### src/rtl/mnist_pkg.sv
// Shared types and constants for the MNIST 784-32-10 sequencing controller.
package mnist_pkg;

  localparam int IMG_SIZE = 784;
  localparam int HID_SIZE = 32;
  localparam int OUT_SIZE = 10;
  localparam int RELU_CYC = 2;
  localparam int ROW_W    = 10;

  typedef enum logic [2:0] {
    S_IDLE,
    S_LOAD,
    S_L1,
    S_RELU,
    S_L2,
    S_MAX,
    S_DONE
  } state_t;

  localparam logic [1:0] LSEL_NONE = 2'd0;
  localparam logic [1:0] LSEL_L1   = 2'd1;
  localparam logic [1:0] LSEL_L2   = 2'd2;

  typedef struct packed {
    logic       done;
    logic       busy;
    logic [1:0] lsel;
    logic       en1;
    logic       clr1;
    logic       en2;
    logic       load;
    logic       c1;
    logic       relu;
    logic       c2;
    logic       fmax;
  } ctrl_t;

  // Phase strobes owned by each state; the one-shot l2 clear lives elsewhere.
  function automatic ctrl_t ctrl_dec(input state_t s);
    ctrl_t c;
    c = '0;
    unique case (s)
      S_LOAD: begin
        c.busy = 1'b1;
        c.lsel = LSEL_L1;
        c.load = 1'b1;
        c.clr1 = 1'b1;
      end
      S_L1: begin
        c.busy = 1'b1;
        c.lsel = LSEL_L1;
        c.c1   = 1'b1;
        c.en1  = 1'b1;
      end
      S_RELU: begin
        c.busy = 1'b1;
        c.lsel = LSEL_L2;
        c.relu = 1'b1;
      end
      S_L2: begin
        c.busy = 1'b1;
        c.lsel = LSEL_L2;
        c.c2   = 1'b1;
        c.en2  = 1'b1;
      end
      S_MAX: begin
        c.busy = 1'b1;
        c.lsel = LSEL_NONE;
        c.fmax = 1'b1;
      end
      S_DONE: c.done = 1'b1;
      default: c = '0;
    endcase
    return c;
  endfunction

endpackage

### src/rtl/mnist_row_counter.sv
// Row / dwell counter with clear, enable and terminal count at a
// programmable limit.
module mnist_row_counter #(
  parameter int W = 10
) (
  input  logic         clk,
  input  logic         rst,
  input  logic         i_clr,
  input  logic         i_en,
  input  logic [W-1:0] i_limit,
  output logic [W-1:0] o_cnt,
  output logic         o_tc
);

  logic [W-1:0] r_cnt;

  always_ff @(posedge clk) begin
    if (!rst) begin
      r_cnt <= '0;
    end else if (i_clr) begin
      r_cnt <= '0;
    end else if (i_en) begin
      r_cnt <= r_cnt + {{(W-1){1'b0}}, 1'b1};
    end
  end

  assign o_cnt = r_cnt;
  assign o_tc  = (r_cnt == i_limit);

endmodule

### src/rtl/mnist_ctrl_fsm.sv
// Sequencing FSM for the MNIST inference accelerator.
// Define MNIST_CTRL_CYCLE_CNT_EN to build the busy-cycle counter.
module mnist_ctrl_fsm #(
  parameter int IMG_SIZE = mnist_pkg::IMG_SIZE,
  parameter int HID_SIZE = mnist_pkg::HID_SIZE,
  parameter int RELU_CYC = mnist_pkg::RELU_CYC
) (
  input  logic       clk,
  input  logic       rst,
  input  logic       start,
  output logic       done,
  output logic       busy,
  output logic [1:0] layer_sel,
  output logic [9:0] row_idx,
  output logic       mac_en_l1,
  output logic       mac_clr_l1,
  output logic       mac_en_l2,
  output logic       mac_clr_l2,
  output logic       load_img,
  output logic       comp_l1,
  output logic       apply_relu,
  output logic       comp_l2,
  output logic       find_max,
  output logic [9:0] cycle_cnt
);

  import mnist_pkg::*;

  localparam logic [9:0] L1_LIM = 10'(IMG_SIZE - 1);
  localparam logic [9:0] RL_LIM = 10'(RELU_CYC - 1);
  localparam logic [9:0] L2_LIM = 10'(HID_SIZE - 1);

  state_t     r_state;
  state_t     w_nxt;
  ctrl_t      r_ctrl;
  logic       r_clr2;
  logic [9:0] w_cnt;
  logic [9:0] w_limit;
  logic       w_tc;
  logic       w_sweep;

  always_comb begin
    w_nxt   = r_state;
    w_limit = '0;
    w_sweep = 1'b0;
    unique case (r_state)
      S_IDLE: if (start) w_nxt = S_LOAD;
      S_LOAD: w_nxt = S_L1;
      S_L1: begin
        w_sweep = 1'b1;
        w_limit = L1_LIM;
        if (w_tc) w_nxt = S_RELU;
      end
      S_RELU: begin
        w_sweep = 1'b1;
        w_limit = RL_LIM;
        if (w_tc) w_nxt = S_L2;
      end
      S_L2: begin
        w_sweep = 1'b1;
        w_limit = L2_LIM;
        if (w_tc) w_nxt = S_MAX;
      end
      S_MAX:  w_nxt = S_DONE;
      S_DONE: if (start) w_nxt = S_LOAD;
      default: w_nxt = S_IDLE;
    endcase
  end

  // One counter serves both sweeps and the ReLU dwell.
  mnist_row_counter #(
    .W(10)
  ) u_row (
    .clk     (clk),
    .rst     (rst),
    .i_clr   (!w_sweep || w_tc),
    .i_en    (w_sweep),
    .i_limit (w_limit),
    .o_cnt   (w_cnt),
    .o_tc    (w_tc)
  );

  always_ff @(posedge clk) begin
    if (!rst) begin
      r_state <= S_IDLE;
      r_ctrl  <= '0;
      r_clr2  <= 1'b0;
    end else begin
      r_state <= w_nxt;
      r_ctrl  <= ctrl_dec(w_nxt);
      r_clr2  <= (w_nxt == S_RELU) && (r_state != S_RELU);
    end
  end

  assign done       = r_ctrl.done;
  assign busy       = r_ctrl.busy;
  assign layer_sel  = r_ctrl.lsel;
  assign mac_en_l1  = r_ctrl.en1;
  assign mac_clr_l1 = r_ctrl.clr1;
  assign mac_en_l2  = r_ctrl.en2;
  assign mac_clr_l2 = r_clr2;
  assign load_img   = r_ctrl.load;
  assign comp_l1    = r_ctrl.c1;
  assign apply_relu = r_ctrl.relu;
  assign comp_l2    = r_ctrl.c2;
  assign find_max   = r_ctrl.fmax;
  assign row_idx    = (r_state == S_RELU) ? '0 : w_cnt;

`ifdef MNIST_CTRL_CYCLE_CNT_EN
  logic [9:0] r_cyc;

  always_ff @(posedge clk) begin
    if (!rst) begin
      r_cyc <= '0;
    end else if (w_nxt == S_LOAD && !r_ctrl.busy) begin
      r_cyc <= '0;
    end else if (r_ctrl.busy && r_cyc != 10'h3FF) begin
      r_cyc <= r_cyc + 10'd1;
    end
  end

  assign cycle_cnt = r_cyc;
`else
  assign cycle_cnt = '0;
`endif

endmodule

### config.mk
export PLATFORM = sky130hd
export DESIGN_NAME = mnist_ctrl_fsm
export DESIGN_NICKNAME = d
export VERILOG_FILES = /design/src/rtl/mnist_pkg.sv /design/src/rtl/mnist_row_counter.sv /design/src/rtl/mnist_ctrl_fsm.sv
export SDC_FILE = /design/constraint.sdc
export NUM_CORES = 1
export LEC_CHECK = 0
export CAP_MARGIN = 40
export CELL_PAD_IN_SITES_DETAIL_PLACEMENT = 2
export CELL_PAD_IN_SITES_GLOBAL_PLACEMENT = 2
export CORE_MARGIN = 1.5
export CORE_UTILIZATION = 25
export CTS_BUF_LIST = sky130_fd_sc_hd__clkbuf_16
export DETAILED_ROUTE_END_ITERATION = 6
export GPL_TIMING_DRIVEN = 0
export PLACE_DENSITY = 0.72
export SLEW_MARGIN = 20
export SYNTH_ARGS = -nofsm -noshare
export SYNTH_HDL_FRONTEND = slang
export SYNTH_SLANG_ARGS = --single-unit
### constraint.sdc
create_clock -name clk -period 1.9 [get_ports clk]
set_clock_uncertainty 0.2 [all_clocks]
set_input_delay 0.38 -clock clk [delete_from_list [all_inputs] [get_ports clk]]
set_output_delay 0.38 -clock clk [all_outputs]
set_load 0.05 [all_outputs]
Yosys cells after proc, flatten, opt, wreduce, memory -nomap -nowiden
Cells that the tools add are included.
Widths: inputs -> output; s select.
{ "word_totals": {"ff_bits": 23, "mem_count": 0, "mem_bits_ro": 0, "latch_bits": 0, "mem_bits_rw": 0} }
{ "op_classes": {"n_mux": 15, "div": 0, "reduce_logical": 9, "shifts": 0, "n_addsub": 1, "n_eq_ne": 14, "magnitude_cmp": 0, "bitwise": 1, "n_mul": 0} }
{ "ops": {"columns": ["operator", "n"], "rows": [
  ["$pmux 10 s3", 1],
  ["$eq 3x3->1 const B", 6],
  ["$pmux 3 s6", 1],
  ["$eq 3x2->1 const B", 4],
  ["$mux 3", 4],
  ["$add 10x1->10 const B", 1],
  ["$eq 10x10->1", 1],
  ["$mux 10", 1],
  ["$pmux 3 s3", 1],
  ["$reduce_or 2->1", 4],
  ["$mux 1", 7],
  ["$eq 3x1->1 const B", 2],
  ["$logic_not 3->1", 1],
  ["$ne 3x2->1 const B", 1],
  ["$reduce_or 3->1", 1],
  ["$logic_and 1x1->1", 1],
  ["$logic_not 1->1", 1],
  ["$logic_or 1x1->1", 1],
  ["$not 1->1", 1]
]} }

Depth between registers and ports, before layout
Gate-level depths: netlist (run 1).
{ "depth": {"ltp_word": 8, "ltp_mapped": 7, "depth_no_buf": 5} }

Cells and area by module
A second synthesis (run 1) with hierarchy kept.
{ "unflattened": {"hier_cells": 159, "hier_area_um2": 1337.5} }
{ "modules_own_cells": {"columns": ["module", "area_per_inst_um2", "n_inst", "cells_each", "seq_area_each_um2"], "rows": [
  ["mnist_ctrl_fsm", 787.0, 1, 95, 260.2],
  ["mnist_row_counter", 550.5, 1, 64, 200.2]
]} }

Least setup slack after synthesis (run 1)
OpenSTA, ideal clock, no wires.
{ "synth_timing": {"kind": "reg2out", "from": "register r_state[0]", "to": "output row_idx[0]", "setup_slack_ns": 0.003, "arrival_time_ns": 1.317, "path_stages_with_launch": 5, "cell_sequence": "dfxtp_1 > clkbuf_1 > nand3b_1 > clkbuf_1 > and2_1"} }
{ "synth_between": {"elab_chain_cells": 2} }
{ "synth_rtl": {"columns": ["item", "line", "source"], "rows": [
  ["from (decl)", "mnist_ctrl_fsm.sv:33", "state_t r_state;"],
  ["from (signal assigned)", "mnist_ctrl_fsm.sv:89", "r_state <= w_nxt;"],
  ["$eq 3x2->1", "mnist_ctrl_fsm.sv:107", "assign row_idx = (r_state == S_RELU) ? '0 : w_cnt;"],
  ["$mux 10", "mnist_ctrl_fsm.sv:107", null],
  ["to (decl)", "mnist_ctrl_fsm.sv:14", "output logic [9:0] row_idx,"]
]} }
Every way passes these cells.

Worst setup path in the final report (run 1)
{ "layout_timing": {"from": "register r_state[1]", "to": "register u_row.r_cnt[5], in the netlist u_row.o_cnt[5]"} }
{ "layout_between": {"elab_chain_cells": 6, "elab_cells_between_ends": 10, "cone_classes": "eq/ne (4); mux (2); reduce/logical (4)"} }
{ "layout_rtl": {"columns": ["item", "line", "source"], "rows": [
  ["parallel branches: the longest is 6 deep, another holds $pmux 10 s3", null, null],
  ["to (signal assigned)", "mnist_row_counter.sv:23", "r_cnt <= r_cnt + {{(W-1){1'b0}}, 1'b1};"],
  ["to (decl)", "mnist_row_counter.sv:15", "logic [W-1:0] r_cnt;"]
]} }
Parallel ways; which one is timed is not known.
A chain may end at the register's enable or synchronous reset.

==> run_results.csv, run 1 <==
group,metric,value,unit
power_and_ir_drop,finalPower,2.97,mW
cells_and_area,fin_cells,287,
timing,worst_pin_slew,0.602,ns
power_and_ir_drop,leakagePower,1.01,nW
placement,numPortBuffers,24,
route,drc,0,
cells_and_area,fin_nets,222,
route,dr.first_iter.drc_count,32,
floorplanning,core_area,5110,sq um
placement,dp_cells,254,
worst_setup_path,required,1.85,ns
outcome,violations,"setup timing",
placement,gp_congestion,0.822,
route,antenna_left,0,
clock_network,cts-buffers-inserted,3,
floorplanning,io_pins,36,
worst_setup_path,crit_chain,"buf_4 -> nor3b_4 -> a2111oi_4 -> o21ai_4 -> o311ai_4 -> buf_6 -> nor2_2",
worst_hold_path,hold_path_startpoint,"rst",
timing,fmax,481,MHz
clock_network,htreeDepth,1,
clock_network,cts_buffer_depth,2,
yosys,synthArstFlopShare,0,%
yosys,syn_area_per_cell,8.82,sq um
grt,grt_max_degree,14,
worst_setup_path,start_kind,"flop",
floorplanning,die_width,76.0,microns
cells_and_area,drive_gt1_share,51.2,%
yosys,synth_ff_type,"dfxtp_1",
worst_hold_path,hold_path.class,"input port to flop",
yosys,yosysUniqueCellTypes,44,
power_and_ir_drop,ir_drop,0.000440,V
clock_network,cts.clk_slew.worst_paths,0.07,ns
route,vias,1359,
yosys,synthCells,151,
clock_network,ctsHoldBuffers,0,
worst_setup_path,cp_slowest_stage_delay,0.42,ns
yosys,synth_warnings,0,
clock_network,clock-sinks,23,
worst_setup_path,end_kind,"flop",
clock_network,clk_latency,0.26,ns
floorplanning,rows,26,
route,drt_wl_total,5460,microns
grt,antenna_found_initial,0,
worst_hold_path,min_path_cells,2,
worst_setup_path,r2r_start,"r_state[1]",
grt,grt_pass1_vias,1554,
worst_setup_path,path_depth,7,
timing,timing.final.crit_share,110,%
grt,grt_pass1_wl,8550,microns
floorplanning,die_area,5770,sq um
timing,hold_viol,0,
timing,setup_ws,-0.181,ns
yosys,synth_edf_count,0,
worst_setup_path,timing.critical_path.from,"r_state[1]",
worst_setup_path,cp.arrival,2.03,ns
yosys,seq_area_frac_synth,34.6,%
power_and_ir_drop,power_density,1290,nW/um^2
route,routedWlPerCell,19.0,microns
worst_setup_path,path_delay_family,"compound AO/OA/AOI/OAI gates",
timing,period_minus_slack,2.08,ns
route,first_pass_iters,4,
timing,setup_viol,30,
grt,grt.total_usage,18.8,%
clock_network,clockRootBuffer,"clkbuf_16",
grt,grt_remaining_overflow,0,
cells_and_area,area_growth,72.7,%
placement,dpl_worst_slack,-0.868,ns
worst_setup_path,cp_max_fo,7,
clock_network,cts_tree,"yes",
yosys,netlist_area,1330,sq um
timing,slew_viol_final,0,
timing,slew_headroom,59.9,%
worst_setup_path,crit_type,"flop to flop",
floorplanning,initial_core_util,26.1,%
worst_setup_path,critPathBufInv,2,
run,max_cap_violations,0,
placement,dpl.hpwl,2900,microns
route,routed_via_density,4.74,
worst_setup_path,crit_slowest_cell,"a2111oi_4",
cells_and_area,antenna_cells,0,
floorplanning,die_h,76.0,microns
worst_setup_path,reg2regPathDepth,7,
timing,grt_setup_unrepaired,"true",
outcome,status,"complete, but fails checks",
yosys,ys_seq_elements,23,
[flip-flops by register name (all words and copies together), names as in the netlist]
name	cells
comp_l2	1
load_img	1
apply_relu	1
layer_sel	2
find_max	1
u_row.o_cnt	10
comp_l1	1
done	1
r_state	3
mac_clr_l2	1
busy	1
[final timing paths]
path | to | slack (ns)
max | u_row.o_cnt[5] | -0.18
min | comp_l2 | 0.37
min reg2reg | u_row.o_cnt[1] | 0.42
max reg2reg | u_row.o_cnt[5] | -0.18
[routing by layer]
metal  part of all wire (%)  vias to the layer above  global-route usage [%]  wire length (microns)
met2                     57                       26                    36.9                   3110
met1                     38                      684                    20.3                   2100
met4                    1.8                        0                    4.44                     98
li1                       -                      639                       -                      -
met5                      0                        -                       0                      0
met3                    2.7                       10                    4.19                    145
[worst register-to-register path, stage by stage, from the launching register on]
cell	delay (ns)
dfxtp_4	0.36
buf_4	0.13
nor3b_4	0.06
a2111oi_4	0.42
o21ai_4	0.20
o311ai_4	0.36
buf_6	0.19
nor2_2	0.05
[power by group]
part | total [mW] | internal, mW | leakage, nW | switching, mW
clock | 0.464 | 0.283 | 0.0409 | 0.180
sequential | 0.597 | 0.556 | 0.190 | 0.0405
combinational | 1.91 | 0.800 | 0.781 | 1.11
total | 2.97 | 1.64 | 1.01 | 1.33
[synth_stat cells, types with 4 or more instances]
master    instances  area [sq um]
clkbuf_1          4          15.0
nand2_1           4          15.0
a21oi_1           7          35.0
o21a_1            4          30.0
dfxtp_1          23           460
inv_1             5          18.8
xor2_1            7          61.3
buf_4            17           128
and2_1           13          81.3
nor2_1           13          48.8
nand4_1           4          25.0
nand3_1           4          20.0
o31ai_1           4          30.0
[cell usage in the layout (no fill, tap or decap), types with 4 or more instances in the layout]
cell            n
a21oi_1         4
and2_4         10
buf_4          35
buf_6          18
conb_1         10
dfxtp_1        18
dlygate4sd2_1  13
inv_1           5
nand3_1         4
nand4_1         4
nor2_1          6
nor2_2          6
xor2_1          7
[metrics by stage]
stage / setup TNS (ns) / utilization, % / area, sq um / hold slack, ns
after CTS: -1.96 / 42.0 / 2140 / 0.352
after global routing: -6.15 / 45.0 / 2300 / 0.400
final: -4.33 / 45.0 / 2300 / 0.372
after global placement: -11.96 / 33.1 / 1690 / 0.370
after floorplan: 0 / - / 1370 / 0.329
after detailed placement: -14.68 / 33.1 / 1690 / 0.383
[kinds of logic after synthesis]
kind of cell               count (synthesis)  share of synthesized area (%)
adders and majority gates                  1                          0.940
buffers and inverters                     26                           12.1
xor gates and xnor gates                   9                           5.92
DFF                                       23                           34.6
AOI/OAI and AO/OA                         35                           21.5
and+or+nand+nor                           56                           24.6
other                                      1                          0.282
[repair_timing]
action | 4_1_cts | 5_1_grt
endpoints found under the hold margin | 0 | 0
resized for setup | 137 | 18
gates cloned | 1 | 0
pin swaps | 16 | 6
setup endpoints to repair | 42 | 30
buffers inserted | 20 | 8
[cell type report]
| cell class | instances | area, sq um |
|---|---|---|
| buffer | 21 | 178 |
| clock buffer | 3 | 75.1 |
| clock inverter | 1 | 5.00 |
| fill | 570 | 2810 |
| inverter | 5 | 18.8 |
| multi-input combinational | 111 | 960 |
| sequential | 23 | 474 |
| tap | 70 | 87.6 |
| timing repair buffer | 53 | 500 |
(Power assumes the default switching activity.)
==> run 2: changes to the inputs <==
Settings changed: GPL_TIMING_DRIVEN 0 to default, HOLD_SLACK_MARGIN from default to 0.03.
==> run 2 against run 1 <==
  * The flow still finishes with violations (setup timing)
  * Maximum frequency decreased by 2.9%
  * Core utilization decreased by 2.4 points
  * Largest cell class unchanged
  * Global-route usage decreased by 0.46 points
==> run_results.csv, run 2 (synthesis gave the netlist of run 1 again) <==
group,metric,value,unit
outcome,status,"complete, but fails checks",
outcome,violations,"setup timing",
floorplanning,die_area,5770,sq um
grt,grt_remaining_overflow,0,
grt,grt.total_usage,18.4,%
route,first_pass_iters,4,
floorplanning,die_h,76.0,microns
cells_and_area,n_fill_cell,564,
cells_and_area,layout_common_cells,"buf_4 (42), dfxtp_1 (19), nor2_1 (13), buf_12 (11)",
floorplanning,core_area,5110,sq um
grt,grt_max_degree,13,
grt,antenna_found_initial,0,
worst_setup_path,critPathCapture,"row_idx[7]",
placement,place_area,1830,sq um
clock_network,clk_latency,0.26,ns
power_and_ir_drop,ir_drop,0.000402,V
placement,gp_congestion,0.811,
clock_network,clockRootBuffer,"clkbuf_16",
route,top_layer,"met4",
clock_network,clock-sinks,23,
route,drt_wl_total,5090,microns
route,wl_met3,169,microns
run,max_cap_violations,0,
cells_and_area,antenna_cells,0,
worst_setup_path,reg2regPathDepth,7,
power_and_ir_drop,leakagePower,0.915,nW
timing,fmax,466,MHz
grt,grt_pass1_wl,8150,microns
route,vias,1326,
worst_setup_path,timing.critical_path.from,"r_state[2]",
cells_and_area,layout_commonest_cell,"buf_4",
worst_hold_path,hold_path.class,"flop to flop",
clock_network,cts-buffers-inserted,3,
floorplanning,initial_core_util,26.1,%
clock_network,cts.clk_slew.worst_paths,0.06,ns
worst_setup_path,crit_type,"flop to primary output",
timing,timing.final.crit_share,113,%
clock_network,htreeDepth,1,
worst_setup_path,end_kind,"primary output",
timing,fin_hold_ws,0.418,ns
route,routedWlPerCell,18.5,microns
worst_setup_path,reg2reg_slack,-0.18,ns
cells_and_area,drive_gt1_share,48.3,%
floorplanning,die_width,76.0,microns
power_and_ir_drop,finalPower,2.72,mW
cells_and_area,area_growth,63.5,%
clock_network,cts_buffer_depth,2,
cells_and_area,finish.instance_area,2180,sq um
route,wl_met1,1870,microns
route,antenna_left,0,
power_and_ir_drop,power_density,1250,nW/um^2
placement,dp_cells,259,
floorplanning,io_pins,36,
worst_setup_path,r2r_start,"r_state[1]",
timing,grt_setup_unrepaired,"true",
cells_and_area,fin_nets,210,
placement,numPortBuffers,25,
clock_network,cts_tree,"yes",
cells_and_area,largest_reg_flops,10,
grt,grt_pass1_vias,1487,
worst_hold_path,hold_path_startpoint,"u_row.o_cnt[3]",
timing,period_minus_slack,2.14,ns
placement,dpl.hpwl,3290,microns
route,wl_met2,2970,microns
timing,slew_viol_final,0,
worst_setup_path,start_kind,"flop",
route,routed_via_density,4.82,
timing,setup_viol,30,
route,drc,0,
timing,setup_ws,-0.244,ns
worst_setup_path,r2r_end,"comp_l1",
worst_setup_path,required,1.32,ns
floorplanning,rows,26,
cells_and_area,fin_cells,275,
clock_network,ctsHoldBuffers,0,
cells_and_area,finish.utilization,42.6,%
timing,hold_viol,0,
worst_setup_path,cp.arrival,1.56,ns
route,dr.first_iter.drc_count,42,
worst_setup_path,cp_max_fo,6,
## run 2: cell count changes in the layout (fill, tap and decap cells not counted), moves of 3 or more
cell	delta
nor2_2	-6
dlygate4sd2_1	-13
buf_12	+9
buf_4	+7
clkbuf_8	-3
buf_6	-11
nor2_1	+7
## run 2: layout make-up
class | count | area, sq um | share of cell area [%]
Clock buffer | 3 | 75.1 | 3.45
Timing Repair Buffer | 62 | 634 | 29.1
Multi-Input combinational cell | 111 | 890 | 40.9
Sequential cell | 23 | 468 | 21.5
Clock inverter | 1 | 3.75 | 0.172
Inverter | 5 | 18.8 | 0.862
Tap cell | 70 | 87.6 | 4.02
## run 2: how the worst min path moves through the flow
stage / end / slack (ns) / cells after the start
2_1_floorplan: u_row.o_cnt[3] / 0.33 / 2
3_3_place_gp: u_row.o_cnt[3] / 0.36 / 2
3_5_place_dp: u_row.o_cnt[3] / 0.41 / 2
4_1_cts: u_row.o_cnt[3] / 0.43 / 2
5_1_grt: u_row.o_cnt[6] / 0.48 / 2
6_report: u_row.o_cnt[3] / 0.42 / 2
## run 2: where the power goes
group	total, mW	leakage, nW	switching, mW	internal, mW
registers	0.594	0.189	0.0458	0.549
logic	1.66	0.684	0.976	0.679
clock network	0.474	0.0423	0.192	0.282
## run 2: metal layers
layer	vias to the layer above	global-route usage, %
met3	7	3.59
met4	0	6.11
met5	-	0
met2	31	35.5
met1	670	19.8
li1	618	-
## run 2: worst max-delay path: stages (launching register included)
cell and delay, ns:
dfxtp_2 0.34, buf_6 0.12, buf_6 0.10, nand3b_1 0.24, buf_6 0.19, and2_4 0.16
buf_12 0.14
## run 2: metrics by stage
step / worst slack, ns / setup TNS (ns)
floorplan: 0.00326 / 0
global route: -0.292 / -7.34
finish: -0.244 / -4.74
global placement: -0.0657 / -0.696
detailed placement: -0.173 / -2.70
CTS: -0.214 / -4.21
## run 2: repair_timing
| item | 4_1_cts | 5_1_grt |
|---|---|---|
| pin swaps | 9 | 3 |
| resized for setup | 36 | 8 |
| gates cloned | 1 | 0 |
| setup buffers | 8 | 5 |
| setup endpoints to repair | 30 | 30 |
